### src/rtl/aqua_pkg.sv
// aqua_pkg: shared state encoding, severity-to-level and actuator decode helpers
package aqua_pkg;
  typedef enum logic [1:0] {SN = 2'b00, SW = 2'b01, SC = 2'b10, SX = 2'b11} state_t;
  localparam int ACT_W = 6;
  function automatic state_t sev_lvl(input logic [1:0] s);
    return s[1] ? SC : (s[0] ? SW : SN);
  endfunction
  // Actuator vector order: {pump, aerator, valve, heater, uv, feeder}; illegal SX decodes as SC
  function automatic logic [ACT_W-1:0] act_dec(input state_t s);
    return (s == SN) ? 6'b010001 : (s == SW) ? 6'b111001 : 6'b111110;
  endfunction
endpackage

### src/rtl/aqua_multi_fsm_if.sv
// aqua_multi_fsm_if: sensor/control inputs and per-channel status/actuator outputs
// master drives sample_en, sev, feed_inhibit, alarm_clr; slave drives state, actuators, flags
interface aqua_multi_fsm_if #(parameter int N_CH = 4);
  logic              sample_en;
  logic [2*N_CH-1:0] sev;
  logic              feed_inhibit;
  logic              alarm_clr;
  logic [2*N_CH-1:0] state;
  logic [N_CH-1:0]   pump, aerator, valve, heater, uv, feeder;
  logic              any_critical;
  logic              alarm_latched;
  modport master (output sample_en, sev, feed_inhibit, alarm_clr,
                  input state, pump, aerator, valve, heater, uv, feeder, any_critical, alarm_latched);
  modport slave  (input sample_en, sev, feed_inhibit, alarm_clr,
                  output state, pump, aerator, valve, heater, uv, feeder, any_critical, alarm_latched);
endinterface

### src/rtl/aqua_chan_fsm.sv
// aqua_chan_fsm: one tank's Normal/Warning/Critical FSM with dwell de-escalation and pump min-on
// in: clk, rst_n, i_sample_en, i_sev, i_feed_inhibit; out: o_state, o_act, o_enter_sc
module aqua_chan_fsm
  import aqua_pkg::*;
#(
  parameter int DWELL    = 4,
  parameter int PUMP_MIN = 16
) (
  input  logic             clk,
  input  logic             rst_n,
  input  logic             i_sample_en,
  input  logic [1:0]       i_sev,
  input  logic             i_feed_inhibit,
  output logic [1:0]       o_state,
  output logic [ACT_W-1:0] o_act,
  output logic             o_enter_sc
);
  localparam int CW = $clog2(DWELL + 1);
  localparam int TW = (PUMP_MIN > 1) ? $clog2(PUMP_MIN + 1) : 1;
  localparam logic [TW-1:0] TLOAD = TW'((PUMP_MIN > 0) ? PUMP_MIN - 1 : 0);
  state_t           r_state, w_next, w_lvl;
  logic [CW-1:0]    r_cnt, w_cnt;
  logic [TW-1:0]    r_tmr;
  logic             r_req_q;
  logic [ACT_W-1:0] w_dec;
  assign w_lvl = sev_lvl(i_sev);
  assign w_dec = act_dec(r_state);
  always_ff @(posedge clk or negedge rst_n) begin
    if (!rst_n) begin
      r_state <= SN;
      r_cnt   <= '0;
      r_tmr   <= '0;
      r_req_q <= 1'b0;
    end else begin
      r_state <= w_next;
      r_cnt   <= w_cnt;
      r_req_q <= w_dec[5];
      r_tmr   <= (w_dec[5] && !r_req_q) ? TLOAD : (r_tmr != '0) ? r_tmr - TW'(1) : r_tmr;
    end
  end
  // Dwell counts consecutive lower-level strobes; any strobe at or above the state restarts it
  always_comb begin
    w_next = r_state;
    w_cnt  = r_cnt;
    if (r_state == SX) begin
      w_next = SC;
      w_cnt  = '0;
    end else if (i_sample_en) begin
      if (w_lvl > r_state) begin
        w_next = w_lvl;
        w_cnt  = '0;
      end else if (w_lvl == r_state) begin
        w_cnt = '0;
      end else if (r_cnt == CW'(DWELL - 1)) begin
        w_next = state_t'(r_state - 2'd1);
        w_cnt  = '0;
      end else begin
        w_cnt = r_cnt + CW'(1);
      end
    end
  end
  assign o_state    = r_state;
  assign o_enter_sc = (w_next == SC) && (r_state != SC);
  assign o_act      = {w_dec[5] | (r_tmr != '0), w_dec[4:1], w_dec[0] & ~i_feed_inhibit};
endmodule

### src/rtl/aqua_multi_fsm.sv
// aqua_multi_fsm: N_CH independent tank FSMs plus sticky alarm and critical OR-reduction
// in: clk, rst_n, bus (slave: sample_en, sev, feed_inhibit, alarm_clr)
// out via bus: state, pump, aerator, valve, heater, uv, feeder, any_critical, alarm_latched
module aqua_multi_fsm
  import aqua_pkg::*;
#(
  parameter int N_CH     = 4,
  parameter int DWELL    = 4,
  parameter int PUMP_MIN = 16
) (
  input logic              clk,
  input logic              rst_n,
  aqua_multi_fsm_if.slave  bus
);
  logic [ACT_W-1:0]  w_act [N_CH];
  logic [2*N_CH-1:0] w_state;
  logic [N_CH-1:0]   w_enter, w_crit, w_pump, w_aer, w_valve, w_heat, w_uv, w_feed;
  logic              r_alarm;
  for (genvar i = 0; i < N_CH; i++) begin : g_ch
    aqua_chan_fsm #(.DWELL(DWELL), .PUMP_MIN(PUMP_MIN)) u_ch (
      .clk           (clk),
      .rst_n         (rst_n),
      .i_sample_en   (bus.sample_en),
      .i_sev         (bus.sev[2*i+:2]),
      .i_feed_inhibit(bus.feed_inhibit),
      .o_state       (w_state[2*i+:2]),
      .o_act         (w_act[i]),
      .o_enter_sc    (w_enter[i])
    );
    assign {w_pump[i], w_aer[i], w_valve[i], w_heat[i], w_uv[i], w_feed[i]} = w_act[i];
    // Both SC and illegal 11 count as critical
    assign w_crit[i] = w_state[2*i+1];
  end
  // Set on a fresh SC entry beats a simultaneous clear
  always_ff @(posedge clk or negedge rst_n) begin
    if (!rst_n) r_alarm <= 1'b0;
    else        r_alarm <= (|w_enter) ? 1'b1 : bus.alarm_clr ? 1'b0 : r_alarm;
  end
  assign bus.state         = w_state;
  assign bus.pump          = w_pump;
  assign bus.aerator       = w_aer;
  assign bus.valve         = w_valve;
  assign bus.heater        = w_heat;
  assign bus.uv            = w_uv;
  assign bus.feeder        = w_feed;
  assign bus.any_critical  = |w_crit;
  assign bus.alarm_latched = r_alarm;
endmodule

### src/flat_wrapper.sv
// flat-port wrapper written by rule: the top's interface ports become plain ports
module aqua_multi_fsm_flat import aqua_pkg::*;
#(
  parameter int N_CH     = 4,
  parameter int DWELL    = 4,
  parameter int PUMP_MIN = 16
)
  (clk, rst_n, bus_sample_en, bus_sev, bus_feed_inhibit, bus_alarm_clr, bus_state, bus_pump, bus_aerator, bus_valve, bus_heater, bus_uv, bus_feeder, bus_any_critical, bus_alarm_latched);
  aqua_multi_fsm_if #(.N_CH(N_CH)) bus_i ();
  input logic clk;
  input logic rst_n;
  input wire logic [$bits(bus_i.sample_en)-1:0] bus_sample_en;
  input wire logic [$bits(bus_i.sev)-1:0] bus_sev;
  input wire logic [$bits(bus_i.feed_inhibit)-1:0] bus_feed_inhibit;
  input wire logic [$bits(bus_i.alarm_clr)-1:0] bus_alarm_clr;
  output wire logic [$bits(bus_i.state)-1:0] bus_state;
  output wire logic [$bits(bus_i.pump)-1:0] bus_pump;
  output wire logic [$bits(bus_i.aerator)-1:0] bus_aerator;
  output wire logic [$bits(bus_i.valve)-1:0] bus_valve;
  output wire logic [$bits(bus_i.heater)-1:0] bus_heater;
  output wire logic [$bits(bus_i.uv)-1:0] bus_uv;
  output wire logic [$bits(bus_i.feeder)-1:0] bus_feeder;
  output wire logic [$bits(bus_i.any_critical)-1:0] bus_any_critical;
  output wire logic [$bits(bus_i.alarm_latched)-1:0] bus_alarm_latched;
  assign bus_i.sample_en = bus_sample_en;
  assign bus_i.sev = bus_sev;
  assign bus_i.feed_inhibit = bus_feed_inhibit;
  assign bus_i.alarm_clr = bus_alarm_clr;
  assign bus_state = bus_i.state;
  assign bus_pump = bus_i.pump;
  assign bus_aerator = bus_i.aerator;
  assign bus_valve = bus_i.valve;
  assign bus_heater = bus_i.heater;
  assign bus_uv = bus_i.uv;
  assign bus_feeder = bus_i.feeder;
  assign bus_any_critical = bus_i.any_critical;
  assign bus_alarm_latched = bus_i.alarm_latched;
  aqua_multi_fsm #(.N_CH(N_CH), .DWELL(DWELL), .PUMP_MIN(PUMP_MIN)) u_core (.clk(clk), .rst_n(rst_n), .bus(bus_i));
endmodule
### config.mk
export PLATFORM = sky130hd
export DESIGN_NAME = aqua_multi_fsm_flat
export DESIGN_NICKNAME = d
export VERILOG_FILES = /design/src/rtl/aqua_pkg.sv /design/src/rtl/aqua_multi_fsm_if.sv /design/src/rtl/aqua_chan_fsm.sv /design/src/rtl/aqua_multi_fsm.sv /design/src/flat_wrapper.sv
export SDC_FILE = /design/constraint.sdc
export NUM_CORES = 1
export LEC_CHECK = 0
export BUFFER_PORTS_ARGS = -buffer_cell sky130_fd_sc_hd__buf_2
export CORE_MARGIN = 2
export CORE_UTILIZATION = 30
export DETAILED_ROUTE_END_ITERATION = 7
export GPL_ROUTABILITY_DRIVEN = 0
export PLACE_DENSITY = 0.54
export SLEW_MARGIN = 40
export SYNTH_ARGS = -nofsm -noshare
export SYNTH_HDL_FRONTEND = slang
export SYNTH_HIERARCHICAL = 1
export SYNTH_SLANG_ARGS = --single-unit
### constraint.sdc
create_clock -name clk -period 2.56 [get_ports clk]
set_input_delay 0.256 -clock clk [delete_from_list [all_inputs] [get_ports clk]]
set_output_delay 0.256 -clock clk [all_outputs]
set_load 0.03 [all_outputs]
; Yosys cells after proc, flatten, opt, wreduce, memory -nomap -nowiden
; Cells that the tools add are included.
[totals]
register_bits = 45
input_bits = 13
output_inout_bits = 34
[classes]
addsub = 12
magnitude_cmp = 4
n_eq_ne = 24
mux = 66
n_bitwise = 9
reduce_logical = 31
[op_table]
columns = op, count
row1 = two-way mux 3 bit, 24
row2 = two-way mux 2 bit, 24
row3 = two-way mux 5 bit, 8
row4 = two-way mux 6 bit, 4
row5 = nonzero test 5 bit, 4
row6 = "subtractor 5 x 1 -> 5 bit, second input constant", 4
row7 = nonzero test 2 bit, 9
row8 = "== test 2 bit, second input constant", 8
row9 = "adder 3 x 1 -> 3 bit, second input constant", 4
row10 = "== test 3 x 2 -> 1 bit, second input constant", 4
row11 = "== test 2 x 1 -> 1 bit, second input constant", 4
row12 = == test 2 bit, 4
row13 = greater-than comparator 2 bit, 4
row14 = logical AND 1 bit, 8
row15 = logical NOT 2 bit, 4
row16 = "inequality test 2 bit, second input constant", 4
row17 = OR reduction 4 bit, 2
row18 = "subtractor 2 x 1 -> 2 bit, second input constant", 4
row19 = two-way mux 1 bit, 6
row20 = bitwise AND 1 bit, 4
row21 = logical NOT 1 bit, 4
row22 = OR 1 bit, 4
row23 = NOT 1 bit, 1

; Longest topological paths before layout
; Gate-level depths: netlist of the first run.
[depth]
word_depth = 11
mapped_depth = 9
mapped_depth_nobuf = 9

; By module
; The synthesis of the first run kept the hierarchy.
[modules_own_cells]
columns = mod, instances, cells_per_inst, area_each_um2, seq_area_each_um2
row1 = aqua_chan_fsm (u_core.g_ch[1].u_ch ...), 3, 75, 733.2, 275.3
row2 = aqua_chan_fsm (u_core.g_ch[0].u_ch), 1, 75, 744.5, 275.3
row3 = aqua_multi_fsm, 1, 5, 47.5, 25.0

; Least setup slack after synthesis of the first run
; OpenSTA, ideal clock, no wires.
[synth_path]
kind = register -> register
start = register u_core.g_ch[1].u_ch.r_state[1]
end = register u_core.r_alarm, in the netlist u_core/bus.alarm_latched
setup_ns = 0.135
t_arrival_ns = 2.334
slack_ns = 0.091
path_stages_with_launch = 10
path_buffers = 0
synth_period_minus_slack_ns = 2.469
cell_sequence = dfrtp_1 inv_1 ha_1 nor2b_4 o21ai_4 or4b_1 a31oi_2 nor3b_1 nor4_1 o21ai_0
[synth_via]
word_cells_on_any_way = 15
classes_between = add/sub: 1 / order compare: 1 / eq/ne: 4 / mux: 6 / reduce/logical: 3
[synth_lines]
columns = element, line
row1 = start: declaration, aqua_chan_fsm.sv:21  ; state_t r_state, w_next, w_lvl;
row2 = start signal: assignment, aqua_chan_fsm.sv:35  ; r_state <= w_next;
row3 = == test 2 bit, aqua_chan_fsm.sv:52  ; end else if (w_lvl == r_state) begin
row4 = two-way mux 2 bit, aqua_chan_fsm.sv:52
row5 = two-way mux 2 bit, aqua_chan_fsm.sv:49  ; if (w_lvl > r_state) begin
row6 = two-way mux 2 bit, aqua_chan_fsm.sv:48  ; end else if (i_sample_en) begin
row7 = two-way mux 2 bit *, aqua_chan_fsm.sv:45  ; if (r_state == SX) begin
row8 = via u_core.g_ch[1].u_ch.w_next[0], aqua_chan_fsm.sv:21
row9 = == test 2 bit *, aqua_chan_fsm.sv:63  ; assign o_enter_sc = (w_next == SC) && (r_state != SC);
row10 = logical AND 1 bit *, aqua_chan_fsm.sv:63
row11 = via u_core.w_enter[1], aqua_multi_fsm.sv:17  ; logic [N_CH-1:0] w_enter, w_crit, w_pump, w_aer, w_valve, w_heat, w_uv, w_feed;
row12 = OR reduction 4 bit *, aqua_multi_fsm.sv:37  ; else r_alarm <= (|w_enter) ? 1'b1 : bus.alarm_clr ? 1'b0 : r_alarm;
row13 = two-way mux 1 bit / nonzero test 2 bit (equally long branches), -
row14 = end signal: assignment, aqua_multi_fsm.sv:37
row15 = end: declaration, aqua_multi_fsm.sv:18  ; logic r_alarm;
; Mark *: on every way through the listed nets, which the timed path passes. The rest lies on a longest branch.
; A chain may end at the register's enable or synchronous reset.

; Final worst setup path of the first run
; Ends and elaborated chain as after synthesis.

==> out/summary.txt, run 1 <==
Total vias in the final route: 2332
Arr. time, crit path: 2.48 ns
CP Max Fanout: 4
WL final: 6.381 mm
Worst-margin pin slew: 0.6898 ns
Largest net degree at the start of global routing: 34
Top Ports: 47
Final hold violation count: 0
Starting Density: 0.3075
Largest area contributor in the netlist: dfrtp_1
CP Data Required Time: 2.74 ns
Power, Total: 3.998 mW
Slowest stage delay, CP: 0.51 ns
Delay-heaviest family, CP: simple AND/OR/NAND/NOR gates
Final std cells w/o fill: 493
Cts bufs inserted: 5
LEAKAGE: 1.617 nW
Critical-path top delay cell: or4b_1
Post-route setup TNS: 0 ns
Final Max Slew Viols: 0
Final setup fails: 0
Unique masters post-synth: 39
Grt ovf: 0
Final HPWL DP: 4.888 mm
Syn Inst Count: 305
CP Cell Sequence: inv_1 -> ha_1 -> nand2_1 -> nand3_1 -> or4b_1 -> a31oi_2 -> nor3b_1 -> nor4_1 -> o21ai_0
Cell Count Post-Placement: 483
Seq/Total Area, Yosys: 0.3764
Synth Flop Type: dfrtp_1
Final period utilization: 0.8957
Die ar.: 10790 sq um
# fillers: 1011
Worst R2R Path Depth: 9
RSZ-0062 raised after global routing: no
Crit path capture type: flip-flop
Ranking of synthesized cells by area: dfrtp_1 (38%), ha_1 (15%), inv_1 (4.1%)
Fraction of registers with async set/reset: 1.000
Clock latency on the worst-skew pair: 0.30 ns
H-tree depth: 2
Final Skew: 0.004628 ns
Dpl cell area: 3395 sq um
Area Overhead vs Synth: 18.57%
Setup Crit Path Kind: flip-flop to flip-flop
PortBufs: 42
Layout cells sized above 1: 0.2417
First-pass detailed-route iteration total: 4
GRT Util Overall: 0.1262
Initial antenna violation count: 0
Diodes inserted: 0
Fin area: 3547 sq um
Max VDD drop: 421.4 uV
Worst rel slew slack: 0.5389
Synthesized Nets: 354
Die Width: 103.9 um
WP depth: 9
Final net count: 408
Max Cap Violations: 0
Outcome: completed
Num rows: 36
Routed Antenna Nets: 0
Yosys top cell area share: 0.3764
CTS tree: yes
Avg Cell Area, Syn: 9.809 sq um
Die H: 103.9 um
Vias per cell: 4.730
Type of the most critical hold path: input pin to flip-flop
Worst setup path startpoint: u_core/g_ch[1].u_ch/o_state[1]
Mapped Area: 2992 sq um
R2r startpoint: u_core/g_ch[1].u_ch/o_state[1]
EDFF count, synth: 0
CTS clk-pin slew, worst paths: 0.09 ns
R2R setup slack: 0.27 ns
Startpoint class of the critical path: flip-flop
DR iter-0 viols: 85
Area of the core: 9729 sq um
Fin crit period: 2.293 ns
First-pass GRT wire length: 11.28 mm
DRC violations left: 0
CP bufs+invs: 1
Root buf cell: clkbuf_8
Achievable frequency: 0.4361 GHz
CTS max path bufs: 2
Drt wl/cell: 12.94 um
Power Dens Cells: 1127 nW/um^2
Reg2reg end: u_core/bus.alarm_latched
CTS sink count: 45
Post-route worst setup slack: 0.2670 ns
Setup slack at placement: 0.1394 ns
Synth Register Bits: 45
Crit path to: u_core/bus.alarm_latched
Vias in the first global route: 2369
Synth warn: 6
==> cell usage after synthesis, types with 8 or more instances <==
master,count
a21oi_1,16
inv_1,33
o31ai_1,8
or3_1,8
nand2b_1,14
nor2_1,19
nand3_1,10
dfrtp_1,45
ha_1,36
buf_4,8
nand2_1,20
==> layout make-up <==
class,instances,area (sq um),area share
multi-input combinational,218,1693,0.4772
sequential,45,1126,0.3175
clock inverter,2,37.54,0.01058
tap,133,166.4,0.04691
timing repair buffer,56,317.8,0.08959
clock buffer,6,82.58,0.02328
inverter,33,123.9,0.03492
==> kinds of logic (layout without fill, tap and decap cells) <==
logic type	after synthesis	in the layout	share of synthesized area
buffers and inverters	42	97	0.06274
xor gates and xnor gates	8	8	0.02342
muxes	4	4	0.01338
and+or+nand+nor	104	104	0.2104
other	4	4	0.005017
DFF	45	45	0.3764
AOI/OAI and AO/OA	62	62	0.1581
adders and majority gates	36	36	0.1506
==> cells in the final DEF (no fill, tap or decap), drive strengths merged, types with 3 or more instances in the layout <==
| master | Yosys | layout |
|---|---|---|
| a211o | 9 | 9 |
| a211oi | 4 | 4 |
| a21oi | 16 | 16 |
| a221oi | 4 | 4 |
| a31oi | 3 | 3 |
| buf | 8 | 55 |
| clkbuf | 1 | 6 |
| conb | 4 | 4 |
| dfrtp | 45 | 45 |
| ha | 36 | 36 |
| inv | 33 | 33 |
| mux2i | 4 | 4 |
| nand2 | 21 | 21 |
| nand2b | 14 | 14 |
| nand3 | 10 | 10 |
| nand3b | 5 | 5 |
| nor2 | 19 | 19 |
| nor2b | 4 | 4 |
| nor3 | 7 | 7 |
| nor3b | 5 | 5 |
| nor4b | 4 | 4 |
| o21ai | 9 | 9 |
| o22ai | 5 | 5 |
| o31a | 4 | 4 |
| o31ai | 8 | 8 |
| or3 | 8 | 8 |
| or4b | 3 | 3 |
| xnor2 | 4 | 4 |
| xor2 | 4 | 4 |
==> per-layer routing <==
layer	routed length, um	track usage
met3	243	0.02569
met5	0	0
met4	86	0.03475
met2	2936	0.2072
met1	3115	0.1691
==> per-stage QoR <==
stage | hold slack (ns) | util
after floorplan | -0.03959 | -
after global placement | 0.1627 | 0.3489
after detailed placement | 0.1691 | 0.3489
after CTS | 0.1400 | 0.3623
after global routing | 0.1596 | 0.3646
final | 0.1499 | 0.3646
==> worst min path at each step <==
stage / start / endpoint / cells after the start
2_1_floorplan: rst_n / u_core/bus.alarm_latched / 0
3_3_place_gp: rst_n / u_core/g_ch[2].u_ch/r_cnt[2] / 1
5_1_grt: bus_alarm_clr / u_core/bus.alarm_latched / 2
6_report: bus_alarm_clr / u_core/bus.alarm_latched / 2
4_1_cts: bus_alarm_clr / u_core/bus.alarm_latched / 2
3_5_place_dp: rst_n / u_core/g_ch[2].u_ch/r_cnt[2] / 1
==> where the power goes <==
part / switching, mW / internal, mW
clock network: 0.249 / 0.317
logic: 1.30 / 0.911
registers: 0.224 / 1.00
total: 1.77 / 2.23
==> what timing repair did <==
action / CTS / global route
hold endpoints to repair: 12 / 0
setup endpoints to repair: 0 / 1
hold buffers: 1 / 0
buffers inserted: 0 / 1
gates resized for setup: 0 / 4
==> state kept, by name (all words and copies together) (netlist names) <==
register and cells:
u_core/g_ch.u_ch/r_cnt 12, u_core/bus.alarm_latched 1, u_core/g_ch.u_ch/r_req_q 4, u_core/g_ch.u_ch/r_tmr 20, u_core/g_ch.u_ch/o_state 8
Note: power is estimated with default switching activity, not from simulation.
==> run 2: changes to the inputs <==
ABC_AREA = 1   (was unset)
PLACE_DENSITY = 0.53   (was 0.54)
==> out/summary.txt, run 2 <==
CP Max Fanout: 6
Top Ports: 47
CTS hold repair buffers: 1
Final Max Slew Viols: 0
Setup Crit Path Kind: flip-flop to primary output
Total vias in the final route: 2605
Largest net degree at the start of global routing: 19
Ranking of synthesized cells by area: dfrtp_1 (35%), ha_1 (14%), nand2_1 (9.1%)
DRC violations left: 0
CP Data Required Time: 2.30 ns
Outcome: completed
Initial antenna violation count: 0
First-pass detailed-route iteration total: 4
Synthesized Nets: 470
Routed Antenna Nets: 0
Largest area contributor in the netlist: dfrtp_1
RSZ-0062 raised after global routing: no
Largest Register: u_core/g_ch.u_ch/r_tmr
Die H: 107.0 um
Vias in the first global route: 2482
Achievable frequency: 0.4991 GHz
Max Cap Violations: 0
LEAKAGE: 1.919 nW
Synth Flop Type: dfrtp_1
EDFF count, synth: 0
Grt ovf: 0
H-tree depth: 2
Slowest stage delay, CP: 0.45 ns
CTS max path bufs: 2
Arr. time, crit path: 1.75 ns
CP Cell Sequence: bufinv_8 -> ha_1 -> nor2_1 -> buf_2
Postcts setup bufs: 0
Unique masters post-synth: 27
Synth cell count leaders: nand2_1 (77), inv_1 (71), dfrtp_1 (45), nor2_1 (40)
Diodes inserted: 0
Vias per cell: 4.327
Final setup fails: 0
Avg Cell Area, Syn: 7.564 sq um
Seq/Total Area, Yosys: 0.3536
Root buf cell: clkbuf_8
Critical-path top delay cell: dfrtp_1
Drt wl/cell: 10.74 um
Most common cell in the netlist: nand2_1
Post-route setup TNS: 0 ns
Synth Register Bits: 45
GRT Util Overall: 0.1211
PortBufs: 42
Crit path capture type: primary output
Area of the core: 10320 sq um
Area Overhead vs Synth: 13.44%
Syn Inst Count: 421
Layout cells sized above 1: 0.1974
Final hold violation count: 0
Final HPWL DP: 5.058 mm
CTS sink count: 45
# fillers: 1095
Most frequent cells in the layout: nand2_1 (77), inv_1 (71), dfrtp_1 (45), buf_2 (42), nor2_1 (40)
Fraction of registers with async set/reset: 1.000
Mapped Area: 3184 sq um
Final period utilization: 0.7827
Post-CTS resize count: 0
Power, Total: 4.239 mW
Final Skew: 0.006360 ns
First-pass GRT wire length: 11.07 mm
DR iter-0 viols: 74
Power Dens Cells: 1174 nW/um^2
Type of the most critical hold path: input pin to flip-flop
Largest register FFs: 20
Commonest non-fill, non-tap cell in the layout: nand2_1
Starting Density: 0.3084
Clock latency on the worst-skew pair: 0.31 ns
CTS clk-pin slew, worst paths: 0.09 ns
Synth warn: 6
Yosys top cell area share: 0.3536
Fin crit period: 2.004 ns
Die ar.: 11450 sq um
CTS tree: yes
WL final: 6.466 mm
Final net count: 514
Num rows: 37
Die Width: 107.0 um
Startpoint class of the critical path: flip-flop
Cts bufs inserted: 5
Max VDD drop: 590.2 uV
run 2: cell type report:
cell class / instances / area [sq um] / area share
clock buffer: 6 / 72.57 / 0.02009
clock inverter: 2 / 10.01 / 0.002771
inverter: 90 / 379.1 / 0.1050
multi-input combinational: 278 / 1619 / 0.4482
sequential: 45 / 1126 / 0.3117
tap: 136 / 170.2 / 0.04711
timing repair buffer: 45 / 235.2 / 0.06512
run 2: report_power, final:
group | internal (mW) | switching (mW)
clock network | 0.190 | 0.246
registers | 1.00 | 0.255
logic | 0.895 | 1.65
total | 2.08 | 2.16
run 2: kinds of logic after synthesis:
logic type,synth area share
compound gates,0.08880
xor+xnor,0.008253
fa+ha+maj,0.1415
buf+inv,0.1379
flops,0.3536
other cells,0.004714
simple gates,0.2652
run 2: path summary, 6_finish.rpt:
check / start / to / slack (ns) / cells after the start
max in group asynchronous: rst_n / u_core/g_ch[1].u_ch/o_state[1] / 1.57 / 3
hold / removal: bus_alarm_clr / u_core/bus.alarm_latched / 0.23 / 4
setup / recovery: u_core/g_ch[3].u_ch/o_state[1] / bus_uv[3] / 0.56 / 4
min in group asynchronous: rst_n / u_core/g_ch[3].u_ch/o_state[0] / 0.40 / 2
hold reg to reg: u_core/g_ch[3].u_ch/r_req_q / u_core/g_ch[3].u_ch/r_tmr[2] / 0.46 / 1
setup reg to reg: u_core/g_ch[3].u_ch/o_state[1] / u_core/bus.alarm_latched / 0.64 / 13
run 2: per-stage QoR:
step	worst slack [ns]	hold WS, ns	cells	utilization	area, sq um
4_1_cts	0.4838	0.2165	602	0.3499	3612
3_3_place_gp	0.6502	0.2139	593	0.3409	3520
5_1_grt	0.4128	0.2259	602	0.3499	3612
2_1_floorplan	0.4965	-0.03959	421	-	3184
3_5_place_dp	0.6387	0.2184	593	0.3409	3520
6_report	0.5563	0.2288	602	0.3499	3612
run 2: worst max-delay path, delay by kind of cell, from the launching register on:
kind / cells / cell delay [ns]
and+or+nand+nor: 1 / 0.28
adders and majority gates: 1 / 0.22
buffers and inverters: 2 / 0.48
DFF: 1 / 0.45
run 2: metal layers:
layer,GRT usage,vias to the layer above,share of wire
li1,-,1387,-
met1,0.1508,1173,0.48
met2,0.2061,37,0.47
met3,0.02796,8,0.035
met4,0.03896,0,0.012
met5,0,-,0
